[src/rtl/truth_table_sweeper.sv]
// truth_table_sweeper: clocked exhaustive sweep of a 4-input block.
// Drives ABCD 0..15, samples f1/f2 after settling, checks golden masks.
//
// Ports:
//   clk            rising-edge clock
//   rst_n          asynchronous active-low reset
//   start          1-cycle pulse, begins a sweep from IDLE or DONE
//   abort          synchronous abort, returns to IDLE, results held
//   f1, f2         responses of the combinational block
//   abcd_out       vector to the block (bit3=A .. bit0=D)
//   busy           high in DRIVE/SETTLE/SAMPLE
//   done           high in DONE
//   pass           high in DONE when no vector mismatched
//   err_cnt        number of mismatching vectors (0..16)
//   first_fail_idx index of first mismatching vector
//   first_fail_vld a mismatch has been recorded
//   f1_tab, f2_tab captured response tables, bit i = response to ABCD=i

module truth_table_sweeper #(
    parameter int unsigned SETTLE_CYC = 2,
    parameter logic [15:0] EXP_F1     = 16'hC0AA,
    parameter logic [15:0] EXP_F2     = 16'hC055
) (
    input  logic        clk,
    input  logic        rst_n,
    input  logic        start,
    input  logic        abort,
    input  logic        f1,
    input  logic        f2,
    output logic [3:0]  abcd_out,
    output logic        busy,
    output logic        done,
    output logic        pass,
    output logic [4:0]  err_cnt,
    output logic [3:0]  first_fail_idx,
    output logic        first_fail_vld,
    output logic [15:0] f1_tab,
    output logic [15:0] f2_tab
);

    typedef enum logic [2:0] {
        S_IDLE,
        S_DRIVE,
        S_SETTLE,
        S_SAMPLE,
        S_DONE
    } state_t;

    // Last value of the settle counter before moving to SAMPLE.
    localparam logic [3:0] SETTLE_LAST =
        (SETTLE_CYC == 0) ? 4'd0 : 4'(SETTLE_CYC - 1);

    state_t      r_state;
    state_t      w_next;
    logic [3:0]  r_settle_cnt;
    logic [3:0]  r_abcd;
    logic [15:0] r_f1_tab;
    logic [15:0] r_f2_tab;
    logic [4:0]  r_err_cnt;
    logic [3:0]  r_ff_idx;
    logic        r_ff_vld;

    logic        w_start_ok;
    logic        w_sample;
    logic        w_exp_f1;
    logic        w_exp_f2;
    logic        w_mismatch;

    // State register
    always_ff @(posedge clk or negedge rst_n) begin
        if (!rst_n) begin
            r_state <= S_IDLE;
        end else begin
            r_state <= w_next;
        end
    end

    // Next-state logic; abort overrides everything, including start.
    always_comb begin
        w_next = r_state;
        if (abort) begin
            w_next = S_IDLE;
        end else begin
            case (r_state)
                S_IDLE: begin
                    if (start) w_next = S_DRIVE;
                end
                S_DRIVE: begin
                    w_next = (SETTLE_CYC == 0) ? S_SAMPLE : S_SETTLE;
                end
                S_SETTLE: begin
                    if (r_settle_cnt == SETTLE_LAST) w_next = S_SAMPLE;
                end
                S_SAMPLE: begin
                    w_next = (r_abcd == 4'hF) ? S_DONE : S_DRIVE;
                end
                S_DONE: begin
                    if (start) w_next = S_DRIVE;
                end
                default: w_next = S_IDLE;
            endcase
        end
    end

    // Output logic
    always_comb begin
        busy = 1'b0;
        done = 1'b0;
        pass = 1'b0;
        case (r_state)
            S_DRIVE, S_SETTLE, S_SAMPLE: busy = 1'b1;
            S_DONE: begin
                done = 1'b1;
                pass = (r_err_cnt == 5'd0);
            end
            default: ;
        endcase
    end

    // Datapath control
    assign w_start_ok = start && !abort &&
                        ((r_state == S_IDLE) || (r_state == S_DONE));
    assign w_sample   = !abort && (r_state == S_SAMPLE);
    assign w_exp_f1   = EXP_F1[r_abcd];
    assign w_exp_f2   = EXP_F2[r_abcd];
    assign w_mismatch = (f1 != w_exp_f1) || (f2 != w_exp_f2);

    // Settle counter restarts on every DRIVE cycle.
    always_ff @(posedge clk or negedge rst_n) begin
        if (!rst_n) begin
            r_settle_cnt <= 4'd0;
        end else if (r_state == S_DRIVE) begin
            r_settle_cnt <= 4'd0;
        end else if (r_state == S_SETTLE) begin
            r_settle_cnt <= r_settle_cnt + 4'd1;
        end
    end

    // Vector, tables and error bookkeeping.
    always_ff @(posedge clk or negedge rst_n) begin
        if (!rst_n) begin
            r_abcd    <= 4'd0;
            r_f1_tab  <= 16'd0;
            r_f2_tab  <= 16'd0;
            r_err_cnt <= 5'd0;
            r_ff_idx  <= 4'd0;
            r_ff_vld  <= 1'b0;
        end else if (w_start_ok) begin
            r_abcd    <= 4'd0;
            r_f1_tab  <= 16'd0;
            r_f2_tab  <= 16'd0;
            r_err_cnt <= 5'd0;
            r_ff_idx  <= 4'd0;
            r_ff_vld  <= 1'b0;
        end else if (w_sample) begin
            r_f1_tab[r_abcd] <= f1;
            r_f2_tab[r_abcd] <= f2;
            if (w_mismatch) begin
                r_err_cnt <= r_err_cnt + 5'd1;
                if (!r_ff_vld) begin
                    r_ff_idx <= r_abcd;
                    r_ff_vld <= 1'b1;
                end
            end
            // Vector 15 is held; wrap to 0 only via restart.
            if (r_abcd != 4'hF) begin
                r_abcd <= r_abcd + 4'd1;
            end
        end
    end

    assign abcd_out       = r_abcd;
    assign err_cnt        = r_err_cnt;
    assign first_fail_idx = r_ff_idx;
    assign first_fail_vld = r_ff_vld;
    assign f1_tab         = r_f1_tab;
    assign f2_tab         = r_f2_tab;

endmodule
[config.mk]
export PLATFORM = sky130hd
export DESIGN_NAME = truth_table_sweeper
export DESIGN_NICKNAME = d
export VERILOG_FILES = /design/src/rtl/truth_table_sweeper.sv
export SDC_FILE = /design/constraint.sdc
export NUM_CORES = 1
export LEC_CHECK = 0
export BUFFER_PORTS_ARGS = -buffer_cell sky130_fd_sc_hd__buf_4
export CORE_UTILIZATION = 45
export DETAILED_ROUTE_END_ITERATION = 7
export GPL_TIMING_DRIVEN = 0
export PLACE_DENSITY = 0.76
export SYNTH_ARGS = -nofsm -noshare
export SYNTH_HDL_FRONTEND = slang
export SYNTH_SLANG_ARGS = --single-unit
[constraint.sdc]
create_clock -name clk -period 3.8 [get_ports clk]
set_clock_uncertainty 0.2 [all_clocks]
set_input_delay 0.38 -clock clk [delete_from_list [all_inputs] [get_ports clk]]
set_output_delay 0.38 -clock clk [all_outputs]
set_load 0.03 [all_outputs]
==> summary.md, run 1 <==
| Metric | Value |
|---|---|
| Status | completed |
| Crit end category | output port |
| Wire length per cell | 14.6 um |
| Ys async rst share | 100% |
| Critical path type | flop to output port |
| RSZ-0062 raised after global routing | no |
| Clk sinks | 53 |
| Core area | 0.00557 mm^2 |
| Peak VDD IR | 165 uV |
| Layout cells sized above 1 | 23.2% |
| Yosys cell types | 42 |
| Synth-to-Final Area Change | 22.2% |
| Die X | 78.5 um |
| Leakage | 1.84 nW |
| Worst path top cell family by delay | simple AND/OR/NAND/NOR gates |
| Hold_ws | 0.0585 ns |
| Synthesis Warnings | 0 |
| Critical-path top delay cell | dfrtp_1 |
| Die Footprint | 0.00615 mm^2 |
| Placed instance area | 0.00312 mm^2 |
| Clock Pin Slew Worst Setup and Hold Paths | 0.09 ns |
| First-pass iteration count of the detailed router | 6 |
| Clock latency on the worst-skew pair | 0.31 ns |
| Synth Cell Area | 0.00263 mm^2 |
| Final Hold Fails | 0 |
| Crit-path max FO | 7 |
| # diodes | 0 |
| Synthesized area per cell | 10.4 um^2 |
| Total Wirelength | 5.62 mm |
| Required @ worst endpoint | 3.22 ns |
| Post-synthesis simple-gate area fraction | 18.0% |
| Vert. Die Dim | 78.5 um |
| Max clock buf depth | 2 |
| Dpl hpwl | 4.00 mm |
| Vias | 2,016 |
| Critical Path Start Type | flop |
| Biggest cell delay along the critical path | 0.46 ns |
| NumNets Final | 327 |
| Post-synthesis compound-gate area fraction | 6.90% |
| GR Overflow Total | 0 |
| F_max | 446 MHz |
| Slew Limit Fails | 0 |
| Total GRT Usage | 20.0% |
| Initial antenna violation count | 0 |
| Max Cap Violations | 0 |
| Largest net degree at the start of global routing | 54 |
| Hold path depth | 2 |
| ANT nets after route | 0 |
| Drt via density | 5.22 |
| Rel. slew slack | 55.6% |
| Drt drc | 0 |
| Initial Util | 47.2% |
| Worst path depth | 4 |
| # fillers | 499 |
| Min Tclk post-route | 2.24 ns |
| Postcts setup bufs | 0 |
| Hold WC Path Type | input pin to flop |
| CTS Buf Count | 5 |
| Top FF cell, synth | dfrtp_1 |
| Post-synth EDFFs | 0 |
| Starting DRT DRC Count | 139 |
| Largest family of logic cells by synthesized area | simple AND/OR/NAND/NOR gates |
| First-pass GRT wire length | 9.56 mm |
| Tcrit/Tclk final | 59.0% |
| CTS tree | built |
| Port buffer count | 53 |
| Pwr Density | 376 mW/mm^2 |
| Slew at the pin closest to its max-slew limit | 0.666 ns |
| Mux cell area share after synthesis | 15.3% |
| Post-Syn Instances | 252 |
| IO Pins | 55 |
| Synth Area in Adders | 3.81% |
| Register area share after synthesis | 50.4% |
| Setup violations, final | 0 |
| Post-synthesis xor/xnor area fraction | 0.666% |
| Buf/Inv on CP | 1 |
| Routability cong. | 0.808 |
| Reg2reg path depth | 4 |
| Yosys reg bits | 53 |
| Setup tns final | 0 ns |
| CP cell instances | nor2_1, nand2_1, nor4_1, buf_4 |
| Post-route cell area | 0.00321 mm^2 |
| Vias in the first global route | 1,983 |
| Row count | 27 |
| Syn_nets | 266 |
| Max H-tree Level | 2 |
| Root Driver | clkbuf_8 |
| Crit path DAT | 1.66 ns |
## cells in the mapped netlist, types with 3 or more instances
| cell | n | area [um^2] |
|---|---|---|
| clkbuf_1 | 5 | 18.8 |
| ha_1 | 8 | 100 |
| a21oi_1 | 7 | 35.0 |
| dfrtp_1 | 53 | 1330 |
| nor3_1 | 6 | 30.0 |
| and2_1 | 3 | 18.8 |
| nor2_1 | 40 | 150 |
| buf_1 | 3 | 11.3 |
| inv_1 | 11 | 41.3 |
| nand3_1 | 18 | 90.1 |
| nand2_1 | 8 | 30.0 |
| nand2b_1 | 5 | 31.3 |
| buf_6 | 3 | 33.8 |
| mux2i_1 | 39 | 390 |
| o21ai_0 | 7 | 35.0 |
## routing by layer
metal / up-vias / GRT usage [%] / routed length (um)
li1: 988 / - / -
met2: 43 / 31.8 / 2610
met5: - / 0 / 0
met1: 979 / 27.1 / 2680
met3: 6 / 4.65 / 261
met4: 0 / 6.11 / 61
## flip-flops by register name, summed over array words and instances, names as in the netlist
register and flops:
first_fail_vld 1, first_fail_idx 4, err_cnt 5, r_settle_cnt 4, f2_tab 16, r_state 3
f1_tab 16, abcd_out 4
## cells in the final DEF (no fill, tap or decap), types with 3 or more instances in the layout
cell / instances
buf_4: 55
dfrtp_1: 53
nor2_1: 40
mux2i_1: 39
nand3_1: 18
inv_1: 11
nand2_1: 8
ha_1: 8
a21oi_1: 7
o21ai_0: 7
nor3_1: 6
nand2b_1: 5
clkbuf_1: 5
clkbuf_8: 5
buf_1: 3
buf_6: 3
and2_1: 3
## final timing paths
kind,endpoint,slack [ns],from
max in group asynchronous,err_cnt[4]$_DFFE_PN0P_,2.51,rst_n
worst min register to register,err_cnt[4]$_DFFE_PN0P_,0.32,err_cnt[4]$_DFFE_PN0P_
min in group asynchronous,err_cnt[2]$_DFFE_PN0P_,0.43,rst_n
worst min-delay path,r_state[2]$_DFFE_PN0P_,0.06,start
worst max-delay path,pass,1.56,r_state[1]$_DFFE_PN0P_
worst max register to register,f1_tab[13]$_DFFE_PN0P_,1.78,r_state[1]$_DFFE_PN0P_
## where the power goes
part	switching (mW)	internal, mW	leakage [nW]
combinational	0.166	0.0957	1.06
clock	0.188	0.128	0.0439
sequential	0.0393	0.593	0.737
total	0.393	0.816	1.84
## per-stage QoR
stage                     utilization (%)  cells  power, mW  setup slack (ns)
after global routing                 57.7    386       1.28              1.42
after global placement               55.9    377      0.898              1.84
after detailed placement             55.9    377      0.905              1.79
after floorplan                         -    252      0.814              1.50
after CTS                            57.7    386       1.22              1.56
final                                57.7    386       1.21              1.56
## what timing repair did
action / 4_1_cts / 5_1_grt
gates resized for setup: 0 / 0
hold buffers: 1 / 0
endpoints found under the hold margin: 53 / 0
## cells by family after synthesis
family	count (synthesis)
AOI/OAI and AO/OA	27
muxes	40
buffers and inverters	26
xor gates and xnor gates	2
and+or+nand+nor	96
DFF	53
adders and majority gates	8
## cell type report
type                            instances  area [um^2]  share of cell area (%)
Buffer                                 15         88.8                    2.76
Clock buffer                            5         68.8                    2.14
Clock inverter                          3         17.5                   0.545
Inverter                               11         41.3                    1.28
Multi-Input combinational cell        173         1170                    36.5
Sequential cell                        53         1330                    41.3
Tap cell                               72         90.1                    2.80
Timing Repair Buffer                   54          408                    12.7
(Power assumes the default switching activity.)
==> inputs of run 2 (changes only) <==
Settings changed: PLACE_DENSITY 0.76 to 0.78.
Clock period 3.8 ns to 1.95 ns, I/O delays scaled along.
==> summary.md, run 2 (synthesized netlist as in run 1, its figures left out) <==
| Metric | Value |
|---|---|
| Wire length per cell | 14.9 um |
| Reg2reg path depth | 7 |
| First-pass GRT wire length | 9.80 mm |
| Total GRT Usage | 20.3% |
| Max clock buf depth | 2 |
| Row count | 27 |
| Hold path depth | 4 |
| IO Pins | 55 |
| CTS Buf Count | 5 |
| Final Hold Fails | 0 |
| M1 WL | 2.71 mm |
| DR top layer | met4 |
| R2r startpoint | r_state[2]$_DFFE_PN0P_ |
| Status | completed |
| Synth-to-Final Area Change | 26.9% |
| NumNets Final | 333 |
| Clock Pin Slew Worst Setup and Hold Paths | 0.09 ns |
| WL met2 | 2.73 mm |
| Post-route cell area | 0.00334 mm^2 |
| Leading cell types in the layout, fill and taps excluded | buf_4 (59), dfrtp_1 (51), nor2_1 (39), mux2i_1 (39), nand3_1 (15) |
| Die X | 78.5 um |
| Dpl hpwl | 4.10 mm |
| CTS tree | built |
| # fillers | 486 |
| Vert. Die Dim | 78.5 um |
| Drt via density | 5.26 |
| Peak VDD IR | 396 uV |
| Max Cap Violations | 0 |
| ANT nets after route | 0 |
| Initial antenna violation count | 0 |
| Initial Util | 47.2% |
| # diodes | 0 |
| DP Worst Slack | -0.0142 ns |
| Largest net degree at the start of global routing | 54 |
| Hold WC Path Type | input pin to flop |
| Core Util, Final | 59.9% |
| Hold endpoint | f2_tab[8]$_DFFE_PN0P_ |
| Leakage | 1.90 nW |
| Layout cells sized above 1 | 27.5% |
| Crit path DAT | 1.89 ns |
| Drt drc | 0 |
| Slew Limit Fails | 0 |
| Hold Crit Start | f2 |
| Placed instance area | 0.00312 mm^2 |
| Setup tns final | 0 ns |
| Pwr Density | 766 mW/mm^2 |
| Root Driver | clkbuf_8 |
| Setup violations, final | 0 |
| Slew at the pin closest to its max-slew limit | 0.652 ns |
| Setup slack, reg-to-reg | 0.05 ns |
| Core area | 0.00557 mm^2 |
| Critical path type | flop to flop |
| F_max | 528 MHz |
| Post-placement cell count | 377 |
| Tcrit/Tclk final | 97.2% |
| Port buffer count | 53 |
| Rel. slew slack | 56.5% |
| Crit end category | flop |
| Most common cell after layout, fill and taps aside | buf_4 |
| Layout Cells excl Fill | 392 |
| Critical Path Start Type | flop |
| Vias in the first global route | 2,058 |
| Min Tclk post-route | 1.90 ns |
| Met3 Wirelength | 304 um |
| Pwr Total | 2.56 mW |
| RSZ-0062 raised after global routing | yes |
| Required @ worst endpoint | 1.94 ns |
| Crit-path max FO | 10 |
| Routability cong. | 0.741 |
| Worst r2r dst | f2_tab[1]$_DFFE_PN0P_ |
| GR Overflow Total | 0 |
| Clk sinks | 53 |
| Starting DRT DRC Count | 119 |
| Max H-tree Level | 2 |
| CP startpoint | r_state[2]$_DFFE_PN0P_ |
| Die Footprint | 0.00615 mm^2 |
| First-pass iteration count of the detailed router | 4 |
| Vias | 2,063 |
| Clock latency on the worst-skew pair | 0.31 ns |
| Final setup margin | 0.0550 ns |
| Hold_ws | 0.126 ns |
| Total Wirelength | 5.82 mm |
-- run 2: final cells by class --
class                   count  area [um^2]  area share, %
clock inverters             1         30.0          0.900
multi-input cells         173         1200           36.0
inverters                  11         41.3           1.24
flip-flops and latches     53         1330           39.8
plain buffers              14         92.6           2.77
clock buffers               7         86.3           2.59
repair buffers             61          465           13.9
well taps                  72         90.1           2.70
-- run 2: critical path: stages, from the launching register on --
cell,delay (ns)
dfrtp_1,0.37
buf_2,0.17
and4bb_2,0.37
buf_6,0.15
buf_6,0.14
nand3_1,0.15
mux2i_1,0.18
nor2_1,0.06
-- run 2: how the worst max path moves through the flow --
stage / endpoint
5_1_grt: f1_tab[0]$_DFFE_PN0P_
3_3_place_gp: f2_tab[13]$_DFFE_PN0P_
4_1_cts: f1_tab[13]$_DFFE_PN0P_
2_1_floorplan: first_fail_idx[0]$_DFFE_PN0P_
6_report: f2_tab[1]$_DFFE_PN0P_
3_5_place_dp: f2_tab[3]$_DFFE_PN0P_
-- run 2: routing by layer --
| layer | up-vias | track usage, % |
|---|---|---|
| met5 | - | 0 |
| met3 | 8 | 4.42 |
| met2 | 56 | 33.0 |
| li1 | 1000 | - |
| met1 | 999 | 27.0 |
| met4 | 0 | 6.48 |
-- run 2: what timing repair did --
item / in CTS / in global routing
buffers inserted: 0 / 5
setup endpoints to repair: 22 / 37
cloned: 0 / 0
gates resized for setup: 5 / 7
endpoints found under the hold margin: 56 / 0
hold buffers: 3 / 0
pin swaps: 0 / 4
-- run 2: where the power goes --
group / switching (mW) / internal (mW)
combinational: 0.338 / 0.214
sequential: 0.0834 / 1.16
clock: 0.344 / 0.419
==> inputs of run 3 (changes only) <==
Settings changed: CORE_ASPECT_RATIO set to 0.7.
==> summary.md, run 3 (synthesized netlist as in run 1, its figures left out) <==
| Metric | Value |
|---|---|
| Crit path DAT | 1.88 ns |
| Critical Path Start Type | flop |
| Layout cells sized above 1 | 28.3% |
| Post-route cell area | 0.00336 mm^2 |
| Clock Pin Slew Worst Setup and Hold Paths | 0.09 ns |
| Buf/Inv on CP | 3 |
| Rel. slew slack | 56.3% |
| First-pass iteration count of the detailed router | 4 |
| Layout Cells excl Fill | 394 |
| CP startpoint | r_state[2]$_DFFE_PN0P_ |
| CP cell instances | buf_4, and4bb_1, buf_6, buf_6, nand3_1, mux2i_1, nor2_1 |
| Biggest cell delay along the critical path | 0.37 ns |
| Net Sw Frac | 30.3% |
| CTS Buf Count | 5 |
| CTS tree | built |
| # fillers | 449 |
| Min Tclk post-route | 1.89 ns |
| NumNets Final | 335 |
| Die Footprint | 0.00616 mm^2 |
| GR Overflow Total | 0 |
| Area of the multi-input gates | 0.00121 mm^2 |
| Clock power share | 29.6% |
| Die X | 93.4 um |
| Critical path type | flop to flop |
| Placed instance area | 0.00312 mm^2 |
| Vert. Die Dim | 66.0 um |
| Most common cell after layout, fill and taps aside | buf_4 |
| Net Switching | 0.777 mW |
| Max H-tree Level | 2 |
| Critical-path top delay cell | dfrtp_1 |
| # diodes | 0 |
| Core Util, Final | 62.0% |
| Vias in the first global route | 2,002 |
| Clock latency on the worst-skew pair | 0.30 ns |
| Max Cap Violations | 0 |
| Reg2reg path depth | 7 |
| Crit end category | flop |
| Comb pwr share | 22.0% |
| Port buffer count | 53 |
| IO Pins | 55 |
| Cell Int Power | 1.79 mW |
| Pwr Density | 764 mW/mm^2 |
| Row count | 22 |
| Pwr Total | 2.57 mW |
| Peak VDD IR | 362 uV |
| Post-placement cell count | 377 |
| Hold WC Path Type | input pin to flop |
| Final Hold Fails | 0 |
| Slew Limit Fails | 0 |
| Routability cong. | 0.736 |
| Leakage | 1.91 nW |
| Drt drc | 0 |
| Largest net degree at the start of global routing | 54 |
| Register area | 0.00133 mm^2 |
| Sequential share of power | 48.3% |
| Crit path top cell by count | buf_6 |
| Setup violations, final | 0 |
| Root Driver | clkbuf_8 |
| Required @ worst endpoint | 1.94 ns |
| Crit-path max FO | 10 |
| Setup tns final | 0 ns |
| Tcrit/Tclk final | 96.8% |
| Setup slack, reg-to-reg | 0.06 ns |
| Worst path top cell family by delay | simple AND/OR/NAND/NOR gates |
| Initial Util | 48.5% |
| Slew at the pin closest to its max-slew limit | 0.655 ns |
| Total Wirelength | 6.17 mm |
| Total GRT Usage | 21.8% |
| Dpl hpwl | 4.29 mm |
| Worst r2r dst | f1_tab[14]$_DFFE_PN0P_ |
| Max clock buf depth | 2 |
| Status | completed |
| R2r startpoint | r_state[2]$_DFFE_PN0P_ |
| Vias | 2,104 |
| Starting DRT DRC Count | 117 |
| F_max | 530 MHz |
| Clk sinks | 53 |
| Drt via density | 5.34 |
| Setup crit end | f1_tab[14]$_DFFE_PN0P_ |
| Worst path depth | 7 |
| Wire length per cell | 15.7 um |
| Leading cell types in the layout, fill and taps excluded | buf_4 (63), dfrtp_1 (50), nor2_1 (39), mux2i_1 (39), nand3_1 (14) |
| Synth-to-Final Area Change | 27.7% |
| First-pass GRT wire length | 10.1 mm |
| ANT nets after route | 0 |
| Core area | 0.00542 mm^2 |
| Initial antenna violation count | 0 |
run 3: final cells by class:
class	instances	area share, %
timing repair buffer	64	14.5
clock inverter	1	0.894
multi-input combinational	173	35.9
inverter	11	1.23
tap	72	2.68
clock buffer	7	2.57
sequential	53	39.6
buffer	13	2.57
run 3: metal layers:
metal	global-route usage, %	routed length, um	up-vias
met4	4.04	29	0
met1	30.5	3000	1035
met3	6.32	331	4
met5	0	0	-
met2	33.8	2810	60
li1	-	-	1005
run 3: how the worst min path moves through the flow:
stage                from                           to  slack (ns)  cells after the start
floorplan           rst_n      abcd_out[0]$_DFFE_PN0P_       -0.30                      0
global placement    rst_n       f1_tab[14]$_DFFE_PN0P_        0.08                      1
detailed placement  rst_n  r_settle_cnt[0]$_DFFE_PN0N_        0.07                      1
CTS                 start       r_state[0]$_DFFE_PN0P_        0.02                      3
global route        start       r_state[0]$_DFFE_PN0P_        0.01                      3
finish              start       r_state[0]$_DFFE_PN0P_        0.02                      3
run 3: timing repair:
action	CTS	global route
hold buffers	3	0
pin swaps	0	3
setup buffers	1	7
endpoints found under the setup margin	4	38
gates resized for setup	3	13
endpoints found under the hold margin	56	0
run 3: power groups by stage:
| stage | sequential, mW | combinational (mW) | clock, mW |
|---|---|---|---|
| floorplan | 1.29 | 0.302 | 0 |
| detailed placement | 1.26 | 0.517 | 0 |
| finish | 1.24 | 0.566 | 0.761 |
| global placement | 1.25 | 0.495 | 0 |
| CTS | 1.24 | 0.548 | 0.774 |
| global route | 1.25 | 0.621 | 0.835 |
run 3: worst min-delay path: stages:
cell	delay, ns
buf_4	0.13
a21oi_1	0.12
nor3_1	0.05
run 3: through the flow:
step                      setup WS (ns)  hold WS, ns
after floorplan                 0.00182       -0.301
after global placement           0.0110       0.0789
after detailed placement         0.0145       0.0737
after CTS                        0.0112       0.0180
after global routing           -0.00616       0.0144
final                            0.0624       0.0173
